[config.mk]
export PLATFORM = sky130hd
export DESIGN_NAME = uart_cmd_parser
export DESIGN_NICKNAME = d
export VERILOG_FILES = /design/src/rtl/uart_cmd_pkg.sv /design/src/rtl/cmd_payload_buf.sv /design/src/rtl/uart_cmd_parser.sv
export SDC_FILE = /design/constraint.sdc
export NUM_CORES = 1
export LEC_CHECK = 0
export ABC_AREA = 1
export CAP_MARGIN = 20
export CELL_PAD_IN_SITES_DETAIL_PLACEMENT = 0
export CELL_PAD_IN_SITES_GLOBAL_PLACEMENT = 1
export CORE_MARGIN = 2
export CORE_UTILIZATION = 45
export CTS_CLUSTER_DIAMETER = 150
export DETAILED_ROUTE_END_ITERATION = 16
export GPL_TIMING_DRIVEN = 0
export HOLD_SLACK_MARGIN = 0.05
export PLACE_DENSITY_LB_ADDON = 0.08
export RECOVER_POWER = 25
export REMOVE_ABC_BUFFERS = 1
export SYNTH_ARGS = -nofsm -noshare
export SYNTH_HDL_FRONTEND = slang
export SYNTH_SLANG_ARGS = --single-unit
[constraint.sdc]
create_clock -name i_clk -period 2 [get_ports i_clk]
set_input_delay 0.4 -clock i_clk [delete_from_list [all_inputs] [get_ports i_clk]]
set_output_delay 0.4 -clock i_clk [all_outputs]
set_load 0.005 [all_outputs]
[src/rtl/uart_cmd_pkg.sv]
// Shared constants and types for the UART command parser.
// Sync byte, command codes, FSM states and o_err bit positions.
package uart_cmd_pkg;

    localparam logic [7:0] SYNC_BYTE  = 8'hA5;
    localparam logic [7:0] CMD_WRITE  = 8'h01;
    localparam logic [7:0] CMD_BRIGHT = 8'h02;
    localparam logic [7:0] CMD_CLEAR  = 8'h03;

    typedef enum logic [2:0] {
        ST_IDLE,
        ST_CMD,
        ST_ADDR_HI,
        ST_ADDR_LO,
        ST_LEN,
        ST_PAYLOAD,
        ST_CHK,
        ST_DRAIN
    } state_t;

    localparam int ERR_CHK     = 0;
    localparam int ERR_LEN     = 1;
    localparam int ERR_TIMEOUT = 2;
    localparam int ERR_OVERRUN = 3;

    function automatic logic cmd_known(input logic [7:0] c);
        return c == CMD_WRITE || c == CMD_BRIGHT || c == CMD_CLEAR;
    endfunction

endpackage

[src/rtl/cmd_payload_buf.sv]
// Payload buffer: one write port, one registered read port.
// The read register holds its value unless rd_en is set.
module cmd_payload_buf #(
    parameter int DEPTH = 64,
    parameter int AW    = $clog2(DEPTH)
) (
    input  logic          clk,
    input  logic          rst_n,
    input  logic          wr_en,
    input  logic [AW-1:0] wr_addr,
    input  logic [7:0]    wr_data,
    input  logic          rd_en,
    input  logic [AW-1:0] rd_addr,
    output logic [7:0]    rd_data
);

    logic [7:0] mem [DEPTH];

    always_ff @(posedge clk) begin
        if (wr_en) mem[wr_addr] <= wr_data;
    end

    always_ff @(posedge clk or negedge rst_n) begin
        if (!rst_n) rd_data <= '0;
        else if (rd_en) rd_data <= mem[rd_addr];
    end

endmodule

[src/rtl/uart_cmd_parser.sv]
// Frames UART command packets, verifies the XOR checksum and commits
// buffered payloads to the frame buffer or control outputs.
module uart_cmd_parser
    import uart_cmd_pkg::*;
#(
    parameter int ADDR_WIDTH    = 12,
    parameter int MAX_PAYLOAD   = 64,
    parameter int TIMEOUT_TICKS = 4096
) (
    input  logic                  i_clk,
    input  logic                  reset_n,
    input  logic [7:0]            i_rxdata,
    input  logic                  i_rxvalid,
    output logic                  o_wr_valid,
    input  logic                  i_wr_ready,
    output logic [ADDR_WIDTH-1:0] o_wr_addr,
    output logic [7:0]            o_wr_data,
    output logic [7:0]            o_brightness,
    output logic                  o_clear,
    output logic                  o_pkt_ok,
    output logic [3:0]            o_err,
    output logic                  o_busy
);

    localparam int IW = $clog2(MAX_PAYLOAD);
    localparam int TW = $clog2(TIMEOUT_TICKS);
    localparam logic [TW-1:0] GAP_MAX = TW'(TIMEOUT_TICKS - 1);
    localparam logic [TW-1:0] GAP_ONE = TW'(1);
    localparam logic [IW:0]   IDX_ONE = (IW + 1)'(1);

    state_t                state;
    logic [7:0]            cmd;
    logic [7:0]            len;
    logic [7:0]            addr_hi;
    logic [7:0]            sum;
    logic [7:0]            pay0;
    logic [ADDR_WIDTH-1:0] base;
    logic [IW:0]           idx;
    logic [TW-1:0]         gap;
    logic                  timing;
    logic                  timeout;
    logic                  len_bad;
    logic                  more;
    logic                  fire;
    logic                  rd_en;
    logic                  buf_we;

    assign o_busy  = state != ST_IDLE;
    assign timing  = o_busy && state != ST_DRAIN;
    assign timeout = timing && !i_rxvalid && gap == GAP_MAX;
    assign len_bad = int'(i_rxdata) > MAX_PAYLOAD
                  || (cmd == CMD_BRIGHT && i_rxdata != 8'd1)
                  || (cmd == CMD_CLEAR && i_rxdata != 8'd0);
    assign more    = int'(idx) < int'(len);
    assign fire    = o_wr_valid && i_wr_ready;
    // Fetch the next entry only when the output slot is empty or draining.
    assign rd_en   = state == ST_DRAIN && more && (!o_wr_valid || fire);
    assign buf_we  = state == ST_PAYLOAD && i_rxvalid;

    cmd_payload_buf #(
        .DEPTH (MAX_PAYLOAD)
    ) u_buf (
        .clk     (i_clk),
        .rst_n   (reset_n),
        .wr_en   (buf_we),
        .wr_addr (idx[IW-1:0]),
        .wr_data (i_rxdata),
        .rd_en   (rd_en),
        .rd_addr (idx[IW-1:0]),
        .rd_data (o_wr_data)
    );

    always_ff @(posedge i_clk or negedge reset_n) begin
        if (!reset_n) begin
            state        <= ST_IDLE;
            cmd          <= '0;
            len          <= '0;
            addr_hi      <= '0;
            sum          <= '0;
            pay0         <= '0;
            base         <= '0;
            idx          <= '0;
            gap          <= '0;
            o_wr_valid   <= 1'b0;
            o_wr_addr    <= '0;
            o_brightness <= 8'hFF;
            o_clear      <= 1'b0;
            o_pkt_ok     <= 1'b0;
            o_err        <= '0;
        end else begin
            o_clear  <= 1'b0;
            o_pkt_ok <= 1'b0;
            o_err    <= '0;
            gap      <= (timing && !i_rxvalid) ? gap + GAP_ONE : '0;
            if (timeout) begin
                o_err[ERR_TIMEOUT] <= 1'b1;
                state              <= ST_IDLE;
            end else if (state == ST_DRAIN) begin
                if (i_rxvalid) o_err[ERR_OVERRUN] <= 1'b1;
                if (rd_en) begin
                    idx        <= idx + IDX_ONE;
                    o_wr_valid <= 1'b1;
                    o_wr_addr  <= base + ADDR_WIDTH'(idx);
                end else if (fire) begin
                    o_wr_valid <= 1'b0;
                    o_pkt_ok   <= 1'b1;
                    state      <= ST_IDLE;
                end
            end else if (i_rxvalid) begin
                sum <= sum ^ i_rxdata;
                unique case (state)
                    ST_IDLE: begin
                        if (i_rxdata == SYNC_BYTE) begin
                            sum   <= '0;
                            state <= ST_CMD;
                        end
                    end
                    ST_CMD: begin
                        cmd   <= i_rxdata;
                        state <= ST_ADDR_HI;
                    end
                    ST_ADDR_HI: begin
                        addr_hi <= i_rxdata;
                        state   <= ST_ADDR_LO;
                    end
                    ST_ADDR_LO: begin
                        base  <= ADDR_WIDTH'({addr_hi, i_rxdata});
                        state <= ST_LEN;
                    end
                    ST_LEN: begin
                        len <= i_rxdata;
                        idx <= '0;
                        if (len_bad) begin
                            o_err[ERR_LEN] <= 1'b1;
                            state          <= ST_IDLE;
                        end else if (i_rxdata == 8'd0) begin
                            state <= ST_CHK;
                        end else begin
                            state <= ST_PAYLOAD;
                        end
                    end
                    ST_PAYLOAD: begin
                        if (idx == '0) pay0 <= i_rxdata;
                        idx <= idx + IDX_ONE;
                        if (int'(idx) == int'(len) - 1) state <= ST_CHK;
                    end
                    ST_CHK: begin
                        idx   <= '0;
                        state <= ST_IDLE;
                        if (i_rxdata != sum || !cmd_known(cmd)) begin
                            o_err[ERR_CHK] <= 1'b1;
                        end else begin
                            unique case (1'b1)
                                cmd == CMD_BRIGHT: begin
                                    o_brightness <= pay0;
                                    o_pkt_ok     <= 1'b1;
                                end
                                cmd == CMD_CLEAR: begin
                                    o_clear  <= 1'b1;
                                    o_pkt_ok <= 1'b1;
                                end
                                default: begin
                                    if (len == '0) o_pkt_ok <= 1'b1;
                                    else state <= ST_DRAIN;
                                end
                            endcase
                        end
                    end
                    default: state <= ST_IDLE;
                endcase
            end
        end
    end

endmodule
==> results <==
-- metrics by stage --
step | utilization | setup WS (ns) | total power [mW] | area (µm²) | cells
global placement | 0.4686 | -7.726 | 23.21 | 26880 | 3088
detailed placement | 0.4746 | -2.799 | 24.30 | 27220 | 3104
floorplan | - | -2.689 | 20.46 | 25450 | 2276
CTS | 0.5698 | -0.2908 | 39.95 | 32690 | 3394
finish | 0.5907 | -0.3810 | 41.25 | 33890 | 3463
global route | 0.5907 | -0.4398 | 42.93 | 33890 | 3463
-- layout by cell type, fill, tap and decap left out, types with 10 or more instances in the layout --
| cell | count |
|---|---|
| nand3_4 | 18 |
| o21ai_0 | 93 |
| clkinv_1 | 14 |
| a22oi_1 | 26 |
| nor2_4 | 78 |
| nand3b_1 | 11 |
| buf_6 | 24 |
| inv_1 | 176 |
| dfrtp_1 | 89 |
| nand4_1 | 15 |
| ha_1 | 17 |
| o21ai_2 | 12 |
| o21ai_1 | 34 |
| clkbuf_16 | 75 |
| buf_12 | 68 |
| buf_4 | 119 |
| edfxtp_1 | 512 |
| xor2_1 | 10 |
| o22ai_1 | 28 |
| nand2_1 | 649 |
| nand2_2 | 59 |
| nand3_1 | 58 |
| clkinv_2 | 13 |
| nor2_2 | 21 |
| nand3_2 | 12 |
| clkbuf_1 | 17 |
| a21oi_1 | 119 |
| clkdlybuf4s50_1 | 37 |
| buf_16 | 14 |
| nor2_1 | 109 |
-- routing by layer --
layer  up-vias  wire, µm
met4         2      3428
li1       8628         -
met5         -        13
met1      9396     35820
met3       187      6272
met2       761     39120
-- how the worst max path moves through the flow --
stage                             to  slack [ns]  cells past startpoint
floorplan                   o_pkt_ok       -2.69                      9
global placement    u_buf.rd_data[3]       -7.73                     11
detailed placement  u_buf.mem[62][6]       -2.80                      6
CTS                 u_buf.rd_data[4]       -0.29                     17
global route        u_buf.rd_data[3]       -0.44                     17
finish              u_buf.rd_data[3]       -0.38                     17
-- power groups by stage --
stage | Clock, mW | Sequential (mW) | Combinational [mW]
after global placement | 0 | 15.9 | 7.34
final | 11.7 | 15.2 | 14.3
after detailed placement | 0 | 15.5 | 8.77
after floorplan | 0 | 15.5 | 4.96
after global routing | 12.4 | 15.3 | 15.3
after CTS | 11.8 | 15.2 | 12.9
-- cell families (layout without fill, tap and decap cells) --
family | after synthesis | count (layout) | synth area share
DFF | 617 | 617 | 0.6942
and+or+nand+nor | 1075 | 1083 | 0.1678
xor gates and xnor gates | 18 | 18 | 0.006075
buffers and inverters | 290 | 616 | 0.04836
muxes | 9 | 9 | 0.003520
AOI/OAI and AO/OA | 335 | 335 | 0.07021
adders and majority gates | 20 | 20 | 0.009933
-- what timing repair did --
| action | in CTS | in global routing |
|---|---|---|
| buffers inserted | 141 | 61 |
| hold buffers | 1 | 0 |
| gates resized for setup | 338 | 150 |
| endpoints found under the setup margin | 577 | 579 |
| endpoints found under the hold margin | 42 | 0 |
| gates cloned | 30 | 10 |
| pin swaps | 85 | 96 |
-- cell type report --
type | count | share of cell area
repair inverters | 11 | 0.003360
inverters | 202 | 0.02843
clock inverters | 30 | 0.004874
multi-input cells | 1465 | 0.2387
flip-flops and latches | 617 | 0.5321
clock buffers | 88 | 0.05491
repair buffers | 285 | 0.1094
well taps | 765 | 0.02825
-- registers in the layout, summed over array words and instances (netlist names) --
register	count
u_buf.mem	512
base	12
gap	12
o_wr_addr	12
cmd	8
len	8
o_brightness	8
pay0	8
sum	8
u_buf.rd_data	8
idx	7
addr_hi	4
o_err	4
state	3
o_clear	1
o_pkt_ok	1
o_wr_valid	1
==> impl_metrics.env <==
export IMPL_status="finished with violations"
export IMPL_violations="max-capacitance violations, max-slew violations, negative setup slack"
export IMPL_startpoint="idx[1]"
export IMPL_clock_skew_ns=0.02159
export IMPL_globalRouteOverflowTotal=0
export IMPL_p_comb_frac=0.347
export IMPL_fp_dieW_um=244.1
export IMPL_path_class="register to register"
export IMPL_post_dp_hpwl_mm=41.19
export IMPL_cts_sinks=617
export IMPL_port_buffers=47
export IMPL_r2r_cells=17
export IMPL_ys_seq_elements=617
export IMPL_setup_viol=462
export IMPL_finalCriticalPeriod_ns=2.381
export IMPL_wire_per_inst_um=24.45
export IMPL_cp_data_arrival_time_ns=2.87
export IMPL_path_buf_inv=6
export IMPL_ys_types=45
export IMPL_hold_viol_final=0
export IMPL_power_switching_mw=14.28
export IMPL_rows=88
export IMPL_ys_async_sr_fraction=0.1702
export IMPL_dieArea_um2=59600
export IMPL_crit_path_end_kind="register"
export IMPL_io_pins=48
export IMPL_seq_power_share=0.368
export IMPL_synthCells=2364
export IMPL_drcViolationCount=0
export IMPL_timing_rr_end="u_buf.rd_data[3]"
export IMPL_synth_edf_count=512
export IMPL_firstDrtPassIters=5
export IMPL_clock_latency_ns=0.61
export IMPL_slew_headroom=-0.1602
export IMPL_p_clk_frac=0.284
export IMPL_internal_power_mw=26.97
export IMPL_r2r_start="idx[1]"
export IMPL_slowest_stage="dfrtp_2"
export IMPL_whs_endpoint="u_buf.mem[55][2]"
export IMPL_multiInputGateArea_um2=8090
export IMPL_cts_buffer_depth=3
export IMPL_globalRouteMet1Util=0.3893
export IMPL_netlist_area_um2=25950
export IMPL_grt_util_met3=0.04225
export IMPL_cts_made_buffers=69
export IMPL_root_buffer="clkbuf_16"
export IMPL_grt_usage=0.2786
export IMPL_wl_mm=84.66
export IMPL_path_delay_family="simple AND/OR/NAND/NOR gates"
export IMPL_cpPeakStageDelay_ns=0.43
export IMPL_p_per_area_nw_per_um2=1217
export IMPL_whs_ns=0.2884
export IMPL_grt_pass1_wl_mm=119.3
export IMPL_antenna_found_initial=1
export IMPL_htree_num_levels=3
export IMPL_grt_use_met2=0.4411
export IMPL_finalNetCount=2683
export IMPL_path_max_fanout=8
export IMPL_busiest_layer="met2"
export IMPL_ys_seq_area_frac=0.6942
export IMPL_cp_start_kind="register"
export IMPL_vias=18974
export IMPL_r2r_slack_ns=-0.38
export IMPL_p_leak_nw=13.19
export IMPL_period_share=1.190
export IMPL_path_cells="buf_12 -> buf_16 -> buf_8 -> nand3_4 -> clkinv_8 -> buf_12 -> buf_16 -> nand2_2 -> o21ai_1 -> nor2_1 -> nand3_1 -> nand2_1 -> nand2_1 -> nor2_2 -> nand2_2 -> nand2_2 -> nand2_1"
export IMPL_worst_pin_slew_ns=1.740
export IMPL_clk_pin_slew_worst_paths_ns=0.06
export IMPL_drive_gt1_frac=0.2328
export IMPL_swShare=0.3463
export IMPL_max_freq_mhz=420.0
export IMPL_antenna_cells=0
export IMPL_seq_area_um2=18030
export IMPL_syn2layout_area_growth_pct=30.59
export IMPL_yosysTopAreaCellShare=0.5925
export IMPL_hp_start="i_rxdata[2]"
export IMPL_core_um2=57370
export IMPL_ir_drop_v=0.0006561
export IMPL_cts_tree="built"
export IMPL_first_iter_violations=1930
export IMPL_slew_viol_final=35
export IMPL_synth_area_leaders="edfxtp_1 59%, nand2_1 10%, dfrtp_1 9.4%, nor2_1 3.0%, inv_1 2.7%"
export IMPL_initial_core_util=0.4523
export IMPL_holdPathStages=2
export IMPL_worstPathRequired_ns=2.49
export IMPL_synthMostInstantiatedCell="nand2_1"
export IMPL_vias_per_cell=5.479
export IMPL_grt_max_degree=69
export IMPL_drv_cap=1
export IMPL_nFillCells=4604
export IMPL_routabilityCongestion=0.8137
export IMPL_rsz0062_at_grt="true"
export IMPL_grt_pass1_vias=17707
export IMPL_avgSynthCellArea_um2=10.98
export IMPL_synth_warnings=0
export IMPL_ant_nets=0
export IMPL_die_y_um=244.1
export IMPL_netlist_top_cells_count="721 x nand2_1, 512 x edfxtp_1, 205 x nor2_1, 189 x inv_1, 125 x a21oi_1"
export IMPL_synthFlopType="edfxtp_1"
export IMPL_setup_tns_ns=-56.80
export IMPL_hp_class="input pin to register"
export IMPL_yosys_area_top_type="edfxtp_1"
export IMPL_layout_setup_ws_ns=-0.3810
No activity file was read; power rests on OpenSTA's default activity.
